<file path="config.mk">
export PLATFORM = sky130hd
export DESIGN_NAME = core_program_loader_flat
export DESIGN_NICKNAME = d
export VERILOG_FILES = /design/src/rtl/core_program_loader_if.sv /design/src/rtl/core_program_loader.sv /design/src/flat_wrapper.sv
export SDC_FILE = /design/constraint.sdc
export NUM_CORES = 1
export LEC_CHECK = 0
export BUFFER_PORTS_ARGS = -buffer_cell sky130_fd_sc_hd__clkbuf_2
export CORE_ASPECT_RATIO = 1.5
export CORE_MARGIN = 4
export CORE_UTILIZATION = 39
export DETAILED_ROUTE_END_ITERATION = 10
export PLACE_DENSITY = 0.63
export SYNTH_ARGS = -nofsm -noshare
export SYNTH_HDL_FRONTEND = slang
export SYNTH_SLANG_ARGS = --single-unit
export TNS_END_PERCENT = 50
</file>
<file path="constraint.sdc">
create_clock -name clk -period 3.35 [get_ports clk]
set_input_delay 0.8375 -clock clk [delete_from_list [all_inputs] [get_ports clk]]
set_output_delay 0.8375 -clock clk [all_outputs]
set_load 0.02 [all_outputs]
</file>
<file path="src/rtl/core_program_loader_if.sv">
// Byte-stream handshake between a host byte source (e.g. a UART receiver) and the loader.
// Latency: none, wires only.
// Backpressure: the slave deasserts o_rx_ready; a byte moves on i_rx_valid && o_rx_ready.
//
// Signals:
//   i_rx_data  - stream byte (source -> loader)
//   i_rx_valid - byte valid (source -> loader)
//   o_rx_ready - loader can accept a byte (loader -> source)
interface core_program_loader_if;
    logic [7:0] i_rx_data;
    logic       i_rx_valid;
    logic       o_rx_ready;

    modport master (
        output i_rx_data,
        output i_rx_valid,
        input  o_rx_ready
    );

    modport slave (
        input  i_rx_data,
        input  i_rx_valid,
        output o_rx_ready
    );
endinterface

</file>
<file path="src/rtl/core_program_loader.sv">
// Boot loader: turns a little-endian byte packet into core setup-phase writes, then releases setup and pulses run.
// Latency: each instruction/register write is presented (registered) on the edge that accepts the word's 4th byte.
// Backpressure: ready in header/address/load states; ready drops in FLUSH, DONE and ERROR (no bytes taken).
//
// Ports:
//   clk, rst_n           - clock, asynchronous active-low reset
//   rx (slave)           - byte stream: i_rx_data, i_rx_valid, o_rx_ready
//   o_setup              - holds core in setup mode
//   o_pc_start_addr      - start PC taken from packet word 1
//   o_inst_mem_addr/data - instruction write, o_inst_wr_strobe marks a new word
//   o_load_reg_addr/data - register preload, o_reg_wr_strobe marks a new word
//   o_run                - one-cycle pulse on entering DONE
//   o_done, o_error      - sticky completion / protocol error
//   o_words_loaded       - instruction words written so far
module core_program_loader #(
    parameter int         MAX_INSTR_WORDS = 1024,
    parameter logic [7:0] CMD_LOAD        = 8'hA5,
    parameter int         TIMEOUT_CYCLES  = 1000000
) (
    input  logic                   clk,
    input  logic                   rst_n,
    core_program_loader_if.slave   rx,
    output logic                   o_setup,
    output logic [31:0]            o_pc_start_addr,
    output logic [31:0]            o_inst_mem_addr,
    output logic [31:0]            o_inst_mem_data,
    output logic                   o_inst_wr_strobe,
    output logic [4:0]             o_load_reg_addr,
    output logic [31:0]            o_load_reg_data,
    output logic                   o_reg_wr_strobe,
    output logic                   o_run,
    output logic                   o_done,
    output logic                   o_error,
    output logic [15:0]            o_words_loaded
);

    localparam int            TW        = $clog2(TIMEOUT_CYCLES + 1);
    localparam logic [16:0]   MAX_N     = 17'(MAX_INSTR_WORDS);
    localparam logic [TW-1:0] TMO_LIMIT = TW'(TIMEOUT_CYCLES);

    typedef enum logic [2:0] {
        S_WAIT_HDR   = 3'd0,
        S_WAIT_ADDR  = 3'd1,
        S_LOAD_INSTR = 3'd2,
        S_LOAD_REGS  = 3'd3,
        S_FLUSH      = 3'd4,
        S_DONE       = 3'd5,
        S_ERROR      = 3'd6
    } state_e;

    state_e        state_q, state_d;
    logic [1:0]    byte_cnt_q, byte_cnt_d;
    logic [23:0]   buf_q, buf_d;
    logic [TW-1:0] tmo_q, tmo_d, tmo_inc;
    logic [15:0]   n_q, n_d;
    logic [4:0]    r_q, r_d;
    logic [31:0]   pc_q, pc_d;
    logic [31:0]   inst_addr_q, inst_addr_d;
    logic [31:0]   inst_data_q, inst_data_d;
    logic [15:0]   words_q, words_d;
    logic [4:0]    reg_addr_q, reg_addr_d;
    logic [31:0]   reg_data_q, reg_data_d;
    logic          inst_stb_q, inst_stb_d;
    logic          reg_stb_q, reg_stb_d;
    logic          run_q, run_d;

    logic          rx_ready;
    logic          accept;
    logic          word_done;
    logic [31:0]   word;
    logic          hdr_ok;
    logic          counting;
    logic          tmo_fire;
    logic          last_instr;
    logic          last_reg;

    // ------------------------------------------------------------------
    // Byte handshake and word assembly
    // ------------------------------------------------------------------
    assign accept    = rx.i_rx_valid && rx_ready;
    assign word_done = accept && (byte_cnt_q == 2'd3);
    // Completed word: the current (4th) byte is the top byte.
    assign word      = {rx.i_rx_data, buf_q};

    assign hdr_ok = (word[31:24] == CMD_LOAD)
                 && (word[15:0] != 16'd0)
                 && ({1'b0, word[15:0]} <= MAX_N)
                 && (word[23:16] <= 8'd31);

    assign last_instr = ((words_q + 16'd1) == n_q);
    assign last_reg   = ((reg_addr_q + 5'd1) == r_q);

    // Idle in WAIT_HDR between packets must not time out; only a partial header counts.
    assign counting = (state_q == S_WAIT_ADDR) || (state_q == S_LOAD_INSTR)
                   || (state_q == S_LOAD_REGS)
                   || ((state_q == S_WAIT_HDR) && (byte_cnt_q != 2'd0));
    assign tmo_inc  = tmo_q + 1'b1;
    // An accepted byte on the same edge always wins over the timeout.
    assign tmo_fire = counting && !accept && (tmo_inc == TMO_LIMIT);

    // ------------------------------------------------------------------
    // FSM: state register
    // ------------------------------------------------------------------
    always_ff @(posedge clk or negedge rst_n) begin
        if (!rst_n) begin
            state_q <= S_WAIT_HDR;
        end else begin
            state_q <= state_d;
        end
    end

    // ------------------------------------------------------------------
    // FSM: next state
    // ------------------------------------------------------------------
    always_comb begin
        state_d = state_q;
        case (state_q)
            S_WAIT_HDR: begin
                if (word_done) state_d = hdr_ok ? S_WAIT_ADDR : S_ERROR;
            end
            S_WAIT_ADDR: begin
                if (word_done) state_d = (word[1:0] == 2'b00) ? S_LOAD_INSTR : S_ERROR;
            end
            S_LOAD_INSTR: begin
                if (word_done && last_instr) state_d = (r_q != 5'd0) ? S_LOAD_REGS : S_FLUSH;
            end
            S_LOAD_REGS: begin
                if (word_done && last_reg) state_d = S_FLUSH;
            end
            S_FLUSH: state_d = S_DONE;
            default: state_d = state_q;
        endcase
        if (tmo_fire) state_d = S_ERROR;
    end

    // ------------------------------------------------------------------
    // FSM: state-decoded outputs
    // ------------------------------------------------------------------
    always_comb begin
        rx_ready = 1'b0;
        o_setup  = 1'b1;
        o_done   = 1'b0;
        o_error  = 1'b0;
        case (state_q)
            S_WAIT_HDR, S_WAIT_ADDR, S_LOAD_INSTR, S_LOAD_REGS: rx_ready = 1'b1;
            S_DONE: begin
                o_setup = 1'b0;
                o_done  = 1'b1;
            end
            S_ERROR: o_error = 1'b1;
            default: ;
        endcase
    end

    assign rx.o_rx_ready = rx_ready;

    // ------------------------------------------------------------------
    // Datapath next-state
    // ------------------------------------------------------------------
    always_comb begin
        byte_cnt_d  = byte_cnt_q;
        buf_d       = buf_q;
        n_d         = n_q;
        r_d         = r_q;
        pc_d        = pc_q;
        inst_addr_d = inst_addr_q;
        inst_data_d = inst_data_q;
        words_d     = words_q;
        reg_addr_d  = reg_addr_q;
        reg_data_d  = reg_data_q;
        inst_stb_d  = 1'b0;
        reg_stb_d   = 1'b0;
        // run is high for exactly the first DONE cycle, i.e. the cycle after FLUSH.
        run_d       = (state_q == S_FLUSH);

        if (accept) begin
            tmo_d = '0;
        end else if (counting) begin
            tmo_d = tmo_inc;
        end else begin
            tmo_d = '0;
        end

        if (accept) begin
            byte_cnt_d = byte_cnt_q + 2'd1;
            case (byte_cnt_q)
                2'd0:    buf_d[7:0]   = rx.i_rx_data;
                2'd1:    buf_d[15:8]  = rx.i_rx_data;
                2'd2:    buf_d[23:16] = rx.i_rx_data;
                default: ;
            endcase
        end

        if (word_done) begin
            case (state_q)
                S_WAIT_HDR: begin
                    if (hdr_ok) begin
                        n_d = word[15:0];
                        r_d = word[20:16];
                    end
                end
                S_WAIT_ADDR: begin
                    if (word[1:0] == 2'b00) pc_d = word;
                end
                S_LOAD_INSTR: begin
                    // words_q is the index i of this word; address wraps at 32 bits.
                    inst_addr_d = pc_q + {14'd0, words_q, 2'b00};
                    inst_data_d = word;
                    words_d     = words_q + 16'd1;
                    inst_stb_d  = 1'b1;
                end
                S_LOAD_REGS: begin
                    // Preload starts at x1; x0 is never targeted.
                    reg_addr_d = reg_addr_q + 5'd1;
                    reg_data_d = word;
                    reg_stb_d  = 1'b1;
                end
                default: ;
            endcase
        end
    end

    // ------------------------------------------------------------------
    // Datapath registers
    // ------------------------------------------------------------------
    always_ff @(posedge clk or negedge rst_n) begin
        if (!rst_n) begin
            byte_cnt_q  <= 2'd0;
            buf_q       <= 24'd0;
            tmo_q       <= '0;
            n_q         <= 16'd0;
            r_q         <= 5'd0;
            pc_q        <= 32'd0;
            inst_addr_q <= 32'd0;
            inst_data_q <= 32'd0;
            words_q     <= 16'd0;
            reg_addr_q  <= 5'd0;
            reg_data_q  <= 32'd0;
            inst_stb_q  <= 1'b0;
            reg_stb_q   <= 1'b0;
            run_q       <= 1'b0;
        end else begin
            byte_cnt_q  <= byte_cnt_d;
            buf_q       <= buf_d;
            tmo_q       <= tmo_d;
            n_q         <= n_d;
            r_q         <= r_d;
            pc_q        <= pc_d;
            inst_addr_q <= inst_addr_d;
            inst_data_q <= inst_data_d;
            words_q     <= words_d;
            reg_addr_q  <= reg_addr_d;
            reg_data_q  <= reg_data_d;
            inst_stb_q  <= inst_stb_d;
            reg_stb_q   <= reg_stb_d;
            run_q       <= run_d;
        end
    end

    assign o_pc_start_addr  = pc_q;
    assign o_inst_mem_addr  = inst_addr_q;
    assign o_inst_mem_data  = inst_data_q;
    assign o_inst_wr_strobe = inst_stb_q;
    assign o_load_reg_addr  = reg_addr_q;
    assign o_load_reg_data  = reg_data_q;
    assign o_reg_wr_strobe  = reg_stb_q;
    assign o_run            = run_q;
    assign o_words_loaded   = words_q;

endmodule

</file>
<file path="src/flat_wrapper.sv">
// flat-port wrapper written by rule: the top's interface ports become plain ports
module core_program_loader_flat 
#(
    parameter int         MAX_INSTR_WORDS = 1024,
    parameter logic [7:0] CMD_LOAD        = 8'hA5,
    parameter int         TIMEOUT_CYCLES  = 1000000
)
  (clk, rst_n, o_setup, o_pc_start_addr, o_inst_mem_addr, o_inst_mem_data, o_inst_wr_strobe, o_load_reg_addr, o_load_reg_data, o_reg_wr_strobe, o_run, o_done, o_error, o_words_loaded, rx_i_rx_data, rx_i_rx_valid, rx_o_rx_ready);
  core_program_loader_if rx_i ();
  input  logic clk;
  input  logic rst_n;
  output logic o_setup;
  output logic [31:0] o_pc_start_addr;
  output logic [31:0] o_inst_mem_addr;
  output logic [31:0] o_inst_mem_data;
  output logic o_inst_wr_strobe;
  output logic [4:0] o_load_reg_addr;
  output logic [31:0] o_load_reg_data;
  output logic o_reg_wr_strobe;
  output logic o_run;
  output logic o_done;
  output logic o_error;
  output logic [15:0] o_words_loaded;
  input wire logic [$bits(rx_i.i_rx_data)-1:0] rx_i_rx_data;
  input wire logic [$bits(rx_i.i_rx_valid)-1:0] rx_i_rx_valid;
  output wire logic [$bits(rx_i.o_rx_ready)-1:0] rx_o_rx_ready;
  assign rx_i.i_rx_data = rx_i_rx_data;
  assign rx_i.i_rx_valid = rx_i_rx_valid;
  assign rx_o_rx_ready = rx_i.o_rx_ready;
  core_program_loader #(.MAX_INSTR_WORDS(MAX_INSTR_WORDS), .CMD_LOAD(CMD_LOAD), .TIMEOUT_CYCLES(TIMEOUT_CYCLES)) u_core (.clk(clk), .rst_n(rst_n), .rx(rx_i), .o_setup(o_setup), .o_pc_start_addr(o_pc_start_addr), .o_inst_mem_addr(o_inst_mem_addr), .o_inst_mem_data(o_inst_mem_data), .o_inst_wr_strobe(o_inst_wr_strobe), .o_load_reg_addr(o_load_reg_addr), .o_load_reg_data(o_load_reg_data), .o_reg_wr_strobe(o_reg_wr_strobe), .o_run(o_run), .o_done(o_done), .o_error(o_error), .o_words_loaded(o_words_loaded));
endmodule
</file>
==> impl_metrics.csv <==
group,metric,value,unit
outcome,status,"finished, final reports clean",
clock_network,cts_resized,0,
synthesis,ys_seq_elements,222,
clock_network,clock_latency,510,ps
final_layout,nFillCells,2540,
power,p_per_area,430,nW/µm²
timing,tns,0,ps
routing,drtIter0Drc,438,
placed_design,place_area,12000,µm²
timing,fin_crit_sh,0.863,
final_layout,diodes,0,
clock_network,cts-root-buf,"clkbuf_16",
clock_network,cts_hold_buf,0,
clock_network,cts_sinks,222,
worst_setup_path,start_kind,"flip-flop",
synthesis,syn_area_per_cell,10.1,µm²
worst_setup_path,path_class,"reg -> reg",
worst_setup_path,reg2reg_from,"u_core.o_pc_start_addr[2]",
worst_setup_path,r2r_cells,12,
routing,drt-vias-per-instance,5.25,
placed_design,port_buffers,166,
routing,wl_per_cell,18.7,µm
synthesis,synthCells,1049,
routing,routed-via-count,8324,
grt,grt_start_max_net_pins,85,
worst_setup_path,r2r-end,"u_core.o_inst_mem_addr[16]",
grt,overflow,0,
synthesis,synth_ff_type,"dfrtp_1",
synthesis,netlist_area,10600,µm²
power,p_total,5.51,mW
final_layout,area_growth,20.7,%
hold_path,hp-class,"in -> async",
placed_design,gp_congestion,0.914,
grt,antenna_found_initial,0,
job,maxCapViolations,0,
worst_setup_path,cp.required,3750,ps
worst_setup_path,endpoint_kind,"flip-flop",
synthesis,ys_warn_count,0,
worst_setup_path,arrival,3290,ps
clock_network,clock_path_buffers,3,
die,num_rows,73,
clock_network,cts_max_level,1,
worst_setup_path,r2r_setup_slack,460,ps
die,io_pins,167,
die,die_x,143,µm
clock_network,cts_tree,"done",
synthesis,netlist_top_cells_area,"dfrtp_1 (52%), nand2_1 (9.8%), mux2_2 (7.5%), xnor2_1 (4.5%), ha_1 (2.7%)",
timing,finClkSkew,8.35,ps
die,start_util,0.398,
timing,worst_pin_slew,781,ps
routing,drtAntennaViolNets,0,
routing,first_pass_iters,5,
worst_setup_path,critPathMaxFanout,4,
synthesis,yosysSeqAreaShare,0.523,
clock_network,clk_pin_slew,60,ps
synthesis,async_flop_share,1.00,
die,die_h,210,µm
synthesis,synth-edff-count,0,
power,p_leak,6.62,nW
synthesis,synth.net_count,1084,
timing,setup_viol,0,
timing,max_freq,346,MHz
die,die_area,30000,µm²
final_layout,final_cell_area,12800,µm²
routing,drc,0,
timing,min_period,2890,ps
clock_network,cts_setup_buffers,0,
grt,grt_pass1_wl,47200,µm
grt,grt_pass1_vias,8377,
die,core-area,26700,µm²
final_layout,drive_above_1_share,0.262,
timing,hold_viol,0,
routing,drt-total-wl,29700,µm
timing,slew_headroom,0.478,
grt,grt_usage,0.197,
final_layout,layout.nets,1270,
synthesis,synth_top_area_cell,"dfrtp_1",
power,peakVddDrop,0.000339,V
clock_network,cts_made_buffers,23,
synthesis,ys_types,75,
timing,slew_violations,0,
timing,rsz0062_at_grt,"false",
placed_design,hpwl,21800,µm
synthesis,synth_top_area_frac,0.523,
-- state kept, by name (all words and copies together), names as in the netlist --
name	flops
u_core.state_q	3
u_core.r_q	5
u_core.o_words_loaded	16
u_core.o_run	1
u_core.o_reg_wr_strobe	1
u_core.o_pc_start_addr	32
u_core.o_load_reg_addr	5
u_core.buf_q	24
u_core.o_load_reg_data	32
u_core.n_q	16
u_core.byte_cnt_q	2
u_core.tmo_q	20
u_core.o_inst_mem_addr	32
u_core.o_inst_wr_strobe	1
u_core.o_inst_mem_data	32
-- through the flow --
step | hold slack (ps) | cells | util | setup WS, ps
2_1_floorplan | 476 | 1049 | - | 503
3_3_place_gp | 459 | 1547 | 0.450 | 106
3_5_place_dp | 462 | 1547 | 0.450 | 138
4_1_cts | 348 | 1586 | 0.480 | 108
5_1_grt | 358 | 1586 | 0.480 | 131
6_report | 300 | 1586 | 0.480 | 458
-- worst max-delay path, cell delays in order (launching register included) --
cell and delay [ps]:
dfrtp_1 400, ha_1 220, inv_1 70, fa_1 220
nor2b_1 60, o21ai_1 150, a21oi_1 110, o211a_2 310
buf_4 160, o31a_1 280, o211a_1 250, or3_1 310
a31o_2 240
-- worst max path at each step --
stage | from | end | slack, ps
3_3_place_gp | rx_i_rx_data[6] | u_core.n_q[2] | 110
2_1_floorplan | u_core.o_words_loaded[0] | u_core.state_q[2] | 500
6_report | u_core.o_pc_start_addr[2] | u_core.o_inst_mem_addr[16] | 460
3_5_place_dp | rx_i_rx_data[6] | u_core.n_q[5] | 140
5_1_grt | u_core.o_words_loaded[1] | u_core.o_inst_mem_addr[21] | 130
4_1_cts | u_core.o_pc_start_addr[2] | u_core.o_inst_mem_addr[22] | 110
-- metal layers --
| metal | global-route usage | share of wire |
|---|---|---|
| met5 | 0 | 0 |
| met4 | 0.0810 | 0.041 |
| met3 | 0.0268 | 0.048 |
| met2 | 0.339 | 0.50 |
| met1 | 0.249 | 0.41 |
-- power breakdown --
part	internal, mW	switching (mW)	total, mW
logic	0.0174	0.0756	0.0930
registers	2.68	0.00102	2.68
clock network	1.67	1.06	2.73
-- cells in the final DEF (no fill, tap or decap), drive strengths merged, types with 12 or more instances in the layout --
master and n:
nand3 20, nand4 14, clkbuf 197, xor2 30
inv 16, a21oi 23, mux2 72, nand2 278
nor2b 12, dfrtp 222, xnor2 54, buf 38
ha 23, o21ai 44, nor2 53
-- Yosys cell counts, drive strengths merged, types with 4 or more instances --
master	count
nor3	10
a2111oi	4
nand3	20
nand2b	6
clkbuf	27
buf	15
a21oi	23
nand4	14
inv	15
a31oi	6
xor2	30
or2	5
nor2b	12
o211ai	4
ha	23
mux2	72
nand2	278
xnor2	54
mux2i	4
dfrtp	222
nor3b	7
o31ai	4
nor4	10
nor2	53
and2	8
and4	4
a211oi	7
o21a	4
o21ai	44
or3	5
and3	11
a21o	6
-- cell families (layout without fill, tap and decap cells) --
group	after synthesis	in the layout	synth area share
and+or+nand+nor	454	454	0.195
DFF	222	222	0.523
AOI/OAI and AO/OA	130	130	0.0812
xor gates and xnor gates	84	84	0.0693
muxes	76	76	0.0801
buffers and inverters	59	259	0.0217
adders and majority gates	24	24	0.0290
-- cell type report --
| type | count | area [µm²] | area share |
|---|---|---|---|
| Clock inverter | 7 | 139 | 0.0108 |
| Tap cell | 337 | 422 | 0.0329 |
| Sequential cell | 222 | 5560 | 0.434 |
| Multi-Input combinational cell | 768 | 4840 | 0.378 |
| Inverter | 17 | 63.8 | 0.00498 |
| Clock buffer | 32 | 659 | 0.0515 |
| Timing Repair Buffer | 203 | 1130 | 0.0883 |
(Power assumes the default switching activity.)
